$ cat config.mk
export PLATFORM = sky130hd
export DESIGN_NAME = square_plotter
export DESIGN_NICKNAME = d
export VERILOG_FILES = /design/src/rtl/square_plotter.sv
export SDC_FILE = /design/constraint.sdc
export NUM_CORES = 1
export LEC_CHECK = 0
export CELL_PAD_IN_SITES_DETAIL_PLACEMENT = 1
export CELL_PAD_IN_SITES_GLOBAL_PLACEMENT = 1
export CORE_ASPECT_RATIO = 2
export CORE_MARGIN = 1.5
export CORE_UTILIZATION = 35
export CTS_BUF_LIST = sky130_fd_sc_hd__clkbuf_4
export CTS_CLUSTER_DIAMETER = 120
export DETAILED_ROUTE_END_ITERATION = 16
export PLACE_DENSITY = 0.9
export SLEW_MARGIN = 20
export SYNTH_ARGS = -nofsm -noshare
export SYNTH_HDL_FRONTEND = slang
export SYNTH_SLANG_ARGS = --single-unit
$ cat constraint.sdc
create_clock -name clock -period 1.85 [get_ports clock]
set_input_delay 0.37 -clock clock [delete_from_list [all_inputs] [get_ports clock]]
set_output_delay 0.37 -clock clock [all_outputs]
set_load 0.005 [all_outputs]
$ cat src/rtl/square_plotter.sv
// square_plotter
//   Scans a SIZE x SIZE block of pixels in row-major order starting at a
//   latched top-left corner, emitting one pixel per clock to a VGA adapter.
//   Handshake toward the upstream FSM is busy (scan in progress) and a
//   one-cycle done pulse after the last pixel.
//
//   Optional feature macro: SQUARE_PLOTTER_OUTLINE_EN
//     defined   -> only border pixels assert plot (interior still scanned)
//     undefined -> filled square, every pixel plotted
//
// Ports
//   clock      in   system clock, rising edge
//   reset      in   synchronous active-high reset
//   start      in   request strobe, honoured only when idle
//   in_x       in   [X_W-1:0] top-left x
//   in_y       in   [Y_W-1:0] top-left y
//   in_color   in   [C_W-1:0] fill colour
//   busy       out  high while the square is being scanned
//   done       out  one-cycle pulse after the last pixel
//   plot       out  pixel write enable
//   vga_x      out  [X_W-1:0] pixel x
//   vga_y      out  [Y_W-1:0] pixel y
//   vga_color  out  [C_W-1:0] pixel colour
module square_plotter #(
  parameter int SIZE = 4,
  parameter int X_W  = 8,
  parameter int Y_W  = 7,
  parameter int C_W  = 3
) (
  input  logic           clock,
  input  logic           reset,
  input  logic           start,
  input  logic [X_W-1:0] in_x,
  input  logic [Y_W-1:0] in_y,
  input  logic [C_W-1:0] in_color,
  output logic           busy,
  output logic           done,
  output logic           plot,
  output logic [X_W-1:0] vga_x,
  output logic [Y_W-1:0] vga_y,
  output logic [C_W-1:0] vga_color
);

  localparam int              CW   = (SIZE > 1) ? $clog2(SIZE) : 1;
  localparam logic [CW-1:0]   LAST = CW'(SIZE - 1);

  typedef enum logic [1:0] {
    S_IDLE,
    S_DRAW,
    S_DONE
  } state_t;

  state_t         state_q, state_d;
  logic [CW-1:0]  cx_q, cx_d;
  logic [CW-1:0]  cy_q, cy_d;
  logic [X_W-1:0] base_x_q, base_x_d;
  logic [Y_W-1:0] base_y_q, base_y_d;
  logic [C_W-1:0] color_q, color_d;
  logic           busy_q, busy_d;
  logic           done_q, done_d;
  logic           plot_q, plot_d;
  logic [X_W-1:0] vga_x_q, vga_x_d;
  logic [Y_W-1:0] vga_y_q, vga_y_d;
  logic [C_W-1:0] vga_color_q, vga_color_d;

  // Whether the pixel at (cx, cy) is written.
  function automatic logic pixel_on(input logic [CW-1:0] cx, input logic [CW-1:0] cy);
`ifdef SQUARE_PLOTTER_OUTLINE_EN
    return (cx == '0) || (cx == LAST) || (cy == '0) || (cy == LAST);
`else
    return 1'b1;
`endif
  endfunction

  // The counters always hold the coordinates of the pixel currently on the
  // outputs; next-pixel outputs are computed from the next counter values so
  // every output stays registered.
  always_comb begin
    state_d     = state_q;
    cx_d        = cx_q;
    cy_d        = cy_q;
    base_x_d    = base_x_q;
    base_y_d    = base_y_q;
    color_d     = color_q;
    busy_d      = 1'b0;
    done_d      = 1'b0;
    plot_d      = 1'b0;
    vga_x_d     = vga_x_q;
    vga_y_d     = vga_y_q;
    vga_color_d = vga_color_q;

    case (state_q)
      S_IDLE: begin
        if (start) begin
          state_d     = S_DRAW;
          base_x_d    = in_x;
          base_y_d    = in_y;
          color_d     = in_color;
          cx_d        = '0;
          cy_d        = '0;
          busy_d      = 1'b1;
          plot_d      = pixel_on('0, '0);
          vga_x_d     = in_x;
          vga_y_d     = in_y;
          vga_color_d = in_color;
        end
      end

      S_DRAW: begin
        if ((cx_q == LAST) && (cy_q == LAST)) begin
          state_d = S_DONE;
          done_d  = 1'b1;
        end else begin
          busy_d = 1'b1;
          if (cx_q == LAST) begin
            cx_d = '0;
            cy_d = cy_q + CW'(1);
          end else begin
            cx_d = cx_q + CW'(1);
          end
          // Coordinate overflow wraps by truncation; no clipping.
          vga_x_d     = base_x_q + X_W'(cx_d);
          vga_y_d     = base_y_q + Y_W'(cy_d);
          vga_color_d = color_q;
          plot_d      = pixel_on(cx_d, cy_d);
        end
      end

      S_DONE: begin
        state_d = S_IDLE;
      end

      default: begin
        state_d = S_IDLE;
      end
    endcase
  end

  always_ff @(posedge clock) begin
    if (reset) begin
      state_q     <= S_IDLE;
      cx_q        <= '0;
      cy_q        <= '0;
      base_x_q    <= '0;
      base_y_q    <= '0;
      color_q     <= '0;
      busy_q      <= 1'b0;
      done_q      <= 1'b0;
      plot_q      <= 1'b0;
      vga_x_q     <= '0;
      vga_y_q     <= '0;
      vga_color_q <= '0;
    end else begin
      state_q     <= state_d;
      cx_q        <= cx_d;
      cy_q        <= cy_d;
      base_x_q    <= base_x_d;
      base_y_q    <= base_y_d;
      color_q     <= color_d;
      busy_q      <= busy_d;
      done_q      <= done_d;
      plot_q      <= plot_d;
      vga_x_q     <= vga_x_d;
      vga_y_q     <= vga_y_d;
      vga_color_q <= vga_color_d;
    end
  end

  assign busy      = busy_q;
  assign done      = done_q;
  assign plot      = plot_q;
  assign vga_x     = vga_x_q;
  assign vga_y     = vga_y_q;
  assign vga_color = vga_color_q;

endmodule

== After elaboration in Yosys (flattened, before gate mapping) ==
Index checks and enable logic that the tools add are counted.

* Bits in registers: 44
* Input bits: 21
* Output and inout port bits: 21
* Logic and storage cells: 56

* $add $sub $neg: 4
* Eq/ne operators: 6
* Mux-type cells: 27
* Bitwise gates (word level): 1
* Reduce and logical (&&, ||, !) cells: 7

{| class="wikitable"
|+ Operators with widths
! kind !! count
|-
| $mux W2 || 11
|-
| $mux W8 || 2
|-
| $pmux W8 S2 || 1
|-
| $mux W7 || 2
|-
| $pmux W7 S2 || 1
|-
| $pmux W2 S2 || 3
|-
| $add A8 B2 Y8 || 1
|-
| $add A7 B2 Y7 || 1
|-
| $mux W3 || 2
|-
| $ne A2 B2 Y1 const B || 3
|-
| $pmux W3 S2 || 1
|-
| $add A2 B1 Y2 const B || 2
|-
| $eq A2 B2 Y1 const B || 2
|-
| $reduce_and A2 Y1 || 2
|-
| $mux W1 || 3
|-
| $reduce_and A3 Y1 || 1
|-
| $eq A2 B1 Y1 const B || 1
|-
| $logic_not A2 Y1 || 1
|-
| $pmux W1 S2 || 1
|-
| $reduce_bool A2 Y1 || 1
|-
| $reduce_or A2 Y1 || 1
|-
| $logic_and A1 B1 Y1 || 1
|-
| $not A1 Y1 || 1
|}

== Depth between registers and ports, before layout ==
* Word-level depth: 7
* Gate-level depth with buffers: 9
* Mapped depth without buffers: 9

== Least setup slack after synthesis ==
OpenSTA, ideal clock, no wires.

* Kind: register to register
* Start: register cx_q[0]
* End: register vga_y_q[4] (netlist: vga_y[4])
* Data arrival time: 1.984 ns
* Required time: 1.783 ns
* Path slack: -0.201 ns
* Cell stages (with the launch flop): 8
* Path buffers: 0
* Cells stage by stage: dfxtp_1 ha_1 mux2_2 fa_1 nand3_1 xor2_1 a211o_1 a21oi_2

* Word-level cells in the longest chain between the ends: 7
* Elaborated cells between the ends (all ways): 10
* Classes of those cells: 1 x add/sub; 2 x eq/ne; 5 x mux; 2 x reduce/logical

{| class="wikitable"
|+ Ends and longest elaborated chain
! item !! RTL line !! RTL
|-
| from (decl) || 54 || <nowiki>logic [CW-1:0] cx_q, cx_d;</nowiki>
|-
| from (signal assigned) || 142 || <nowiki>cx_q <= '0;</nowiki>
|-
| from (signal assigned) || 155 || <nowiki>cx_q <= cx_d;</nowiki>
|-
| $eq A2 B2 Y1 (*) || 110, 115 ||
|-
| $mux W2 || 115 || <nowiki>if (cx_q == LAST) begin</nowiki>
|-
| $mux W2 || 110 || <nowiki>if ((cx_q == LAST) && (cy_q == LAST)) begin</nowiki>
|-
| $mux W2 || 92 || <nowiki>case (state_q)</nowiki>
|-
| $add A7 B2 Y7 || 123 || <nowiki>vga_y_d = base_y_q + Y_W'(cy_d);</nowiki>
|-
| $mux W7 || 110 ||
|-
| $pmux W7 S2 || 92 ||
|-
| to (signal assigned) || 164 || <nowiki>vga_y_q <= vga_y_d;</nowiki>
|-
| to (decl) || 63 || <nowiki>logic [Y_W-1:0] vga_y_q, vga_y_d;</nowiki>
|}

Every way passes the cells marked *; elsewhere a longest branch is shown, timed or not. The select of a mux whose other input is x is not followed.
A chain may end at the register's enable or synchronous reset.

== Final worst setup path ==
* Start: register cx_q[0]
* End: register vga_x_q[4] (netlist: vga_x[4])

* Word-level cells in the longest chain between the ends: 7
* Elaborated cells between the ends (all ways): 11
* Classes of those cells: 2 x add/sub; 2 x eq/ne; 5 x mux; 2 x reduce/logical

{| class="wikitable"
|+ Ends and longest elaborated chain
! item !! RTL line !! RTL
|-
| $add A2 B1 Y2 or $eq A2 B2 Y1 (tied branches) || 119, 110, 115 ||
|-
| $mux W2 || 115 ||
|-
| $mux W2 || 110 ||
|-
| $mux W2 || 92 ||
|-
| $add A8 B2 Y8 || 122 || <nowiki>vga_x_d = base_x_q + X_W'(cx_d);</nowiki>
|-
| $mux W8 || 110 ||
|-
| $pmux W8 S2 || 92 ||
|-
| to (signal assigned) || 163 || <nowiki>vga_x_q <= vga_x_d;</nowiki>
|-
| to (decl) || 62 || <nowiki>logic [X_W-1:0] vga_x_q, vga_x_d;</nowiki>
|}

Parallel ways exist; a longest one is shown, timed or not. The select of a mux whose other input is x is not followed.

==> metrics.md <==
| Metric | Value |
|---|---|
| Clk_skew | about 0.016 ns |
| Core region area | between 5000 and 6000 um^2 |
| Slew HR | 0.608 |
| Area delta synth->final | 43.0% |
| Largest net degree at the start of global routing | 23 |
| Height of the die | 112 um |
| Syn_area_per_cell | 8.12 um^2 |
| Final Wtd Congestion | 0.793 |
| TNS Setup | -0.881 ns |
| Lkg Pwr | roughly 1.1 nW |
| Crit Path Max Fanout | 4 |
| Critical path class | flop to flop |
| Cells along the critical path | ha_4 -> nor2_4 -> ha_4 -> inv_2 -> fa_2 -> nand3b_1 -> xor2_1 -> a211o_1 -> a21oi_2 |
| Most frequent CP cell | ha_4 |
| Initial Utilization | 0.366 |
| Async S/R FF share, synth | 0 |
| Post-synthesis cell area | about 2100 um^2 |
| # clock sinks | 44 |
| Vias | 2118 |
| RSZ-0062 raised after global routing | yes |
| Status | complete, but fails checks |
| Clock Pin Slew Worst Setup and Hold Paths | 0.14 ns |
| Buf+Inv Stages, Crit Path | 1 |
| Achievable clock frequency | 0.467 GHz |
| Commonest register cell after synthesis | dfxtp_1 |
| Fin nets | 345 |
| Max_cap viols | 0 |
| DPL Wire Length | 4.52 mm |
| Inserted Clock Buffers | 5 |
| Failing checks | negative setup slack |
| Worst-Margin Slew | between 0.5 and 0.6 ns |
| First-pass GRT wire length | ~10 mm |
| Final Setup Violations | 10 |
| Final Hold Fails | 0 |
| Yosys Warn Count | 0 |
| Total iterations of the first detailed-routing run | 4 |
| CTS tree | yes |
| Site row count | 39 |
| Inst Count DP | 359 |
| Initial DRC Count | 56 |
| Min-Delay Path Class | flop to flop |
| Initial antenna violation count | 1 |
| Io pins | 42 |
| Syn Nets | 287 |
| Die W | 57.6 um |
| Final ANT Viol Nets | 0 |
| Cell family with most CP delay | adder cells |
| Routed len/inst | 18.5 um |
| H-tree lvl count | 2 |
| Distinct cells, synth | 43 |
| Number of global-route vias before repair | between 2000 and 2500 |
| Post-synthesis sequential area ratio | 0.422 |
| Non-filler cells, final | around 380 |
| CTS root buffer | clkbuf_4 |
| Crit. End Element | flop |
| Highest cell delay on the worst timing path | 0.40 ns |
| Overflow after GRT | 0 |
| Synthesized instance count | roughly 260 |
| # DRC | 0 |
| Vias per cell | 5.60 |
| Worst setup margin | -0.290 ns |
| Total GRT Usage | 0.203 |
| Worst setup SP type | flop |
| Synth Register Bits | 44 |
| Share of layout cells above drive strength 1 | 0.228 |
| Clk Latency, worst-skew pair | 0.38 ns |
| Pwr dens | 675 nW/um^2 |
| Critical path arrival | roughly 2.5 ns |
| Routed WL | around 7 mm |
| Port bufs | 41 |
| Full die area | 6460 um^2 |
| Fin crit period | approximately 2.1 ns |
| Final cycle utilization of the critical path | 1.16 |
| Worst path slowest cell | dfxtp_4 |
| Slew Limit Fails | 0 |
| Peak VDD IR | ~470 uV |
| Clk buf depth | 2 |
| Setup WS pre-CTS | -0.190 ns |
| Post-synth EDFFs | 0 |
| Worst Path Required | 2.17 ns |
[synthesized netlist by cell type (2+ instances only)]
master,n,area share
ha_1,7,0.042
a311oi_1,6,0.025
a21oi_1,26,0.062
o211ai_1,2,0.0072
a211o_1,2,0.0084
o41ai_2,2,0.016
a31oi_1,3,0.0090
a21o_1,3,0.011
clkbuf_1,8,0.014
nand3b_1,5,0.018
fa_1,2,0.019
or3_1,5,0.015
nor2_1,21,0.038
xor2_1,4,0.017
buf_2,5,0.012
inv_1,6,0.011
o21bai_1,2,0.0072
buf_1,2,0.0036
dfxtp_1,44,0.42
nor3b_1,3,0.011
o21ai_0,6,0.014
nand3_1,5,0.012
nor3_1,7,0.017
a311o_1,2,0.0096
nand2_1,60,0.11
nand2b_1,2,0.0060
[worst paths after layout]
path,start,to,slack [ns],cells after the start
max reg2reg,cx_q[0],vga_x[4],-0.29,9
max,cx_q[0],vga_x[4],-0.29,9
min,vga_x[1],vga_x[1],0.47,2
min reg2reg,vga_x[1],vga_x[1],0.47,2
[cells in the final DEF (no fill, tap or decap), types with 3 or more instances in the layout]
| cell type | count |
|---|---|
| clkbuf_4 | 7 |
| xor2_1 | 3 |
| o21ai_0 | 4 |
| inv_1 | 5 |
| buf_6 | 3 |
| nand3_1 | 4 |
| nand3b_1 | 5 |
| a21o_1 | 3 |
| nand2_1 | 60 |
| or3_1 | 4 |
| nor3_1 | 6 |
| nor2_2 | 3 |
| nor3b_1 | 3 |
| nor2_1 | 17 |
| a311oi_1 | 4 |
| a21oi_1 | 23 |
| buf_4 | 23 |
| clkdlybuf4s50_1 | 41 |
| dfxtp_1 | 40 |
| ha_4 | 6 |
[flip-flops by register name, indices dropped and copies added, names as in the netlist]
register / cells
base_x_q: 8
base_y_q: 7
color_q: 3
cx_q: 2
cy_q: 2
done: 1
plot: 1
state_q: 2
vga_color: 3
vga_x: 8
vga_y: 7
[area by class of cell]
class	instances	area [um^2]
Fill cell	687	2720
Multi-Input combinational cell	190	1300
Sequential cell	44	891
Timing Repair Buffer	68	637
Tap cell	61	76.3
Clock buffer	7	52.6
Inverter	6	22.5
Clock inverter	1	5.00
Antenna cell	1	2.50
[layer usage]
layer / part of all wire / GRT usage
met5: 0 / 0
met4: 0.020 / 0.0806
met3: 0.021 / 0.0207
met2: 0.59 / 0.401
met1: 0.37 / 0.203
[metrics by stage]
step / instance area (um^2) / hold WS [ns] / utilization / power [mW]
finish: 2990 / 0.468 / 0.523 / 2.01
global route: 2990 / 0.489 / 0.523 / 2.10
CTS: 2850 / 0.474 / 0.500 / 1.96
detailed placement: 2720 / 0.455 / 0.476 / 1.47
global placement: 2720 / 0.444 / 0.476 / 1.45
floorplan: 2160 / 0.437 / - / 1.26
[logic make-up after synthesis]
kind of cell	after synthesis	share of synthesized area
flip-flops	44	0.422
buffers and inverters	23	0.0498
AO/OA/AOI/OAI	59	0.189
AND/OR/NAND/NOR	116	0.252
adder cells (fa/ha/maj)	9	0.0611
multiplexers	1	0.00540
XOR/XNOR	5	0.0210
[where the power goes]
part / internal [mW] / switching [mW] / total, mW
logic: 0.233 / 0.215 / 0.448
registers: 1.01 / 0.0515 / 1.06
clock network: 0.178 / 0.329 / 0.507
total: 1.42 / 0.595 / 2.01
[worst register-to-register path, delay by kind of cell (launching register included)]
kind                       cells  cell delay [ns]
xor gates and xnor gates       1             0.18
AOI/OAI and AO/OA              2             0.43
and+or+nand+nor                2             0.31
buffers and inverters          1             0.04
DFF                            1             0.40
adders and majority gates      3             0.72
[timing repair]
item | CTS | global route
hold buffers | 0 | 0
gates cloned | 0 | 1
gates resized for setup | 11 | 17
pin swaps | 15 | 10
setup endpoints to repair | 12 | 19
buffers inserted | 4 | 5
No activity file was read; power rests on OpenSTA's default activity.
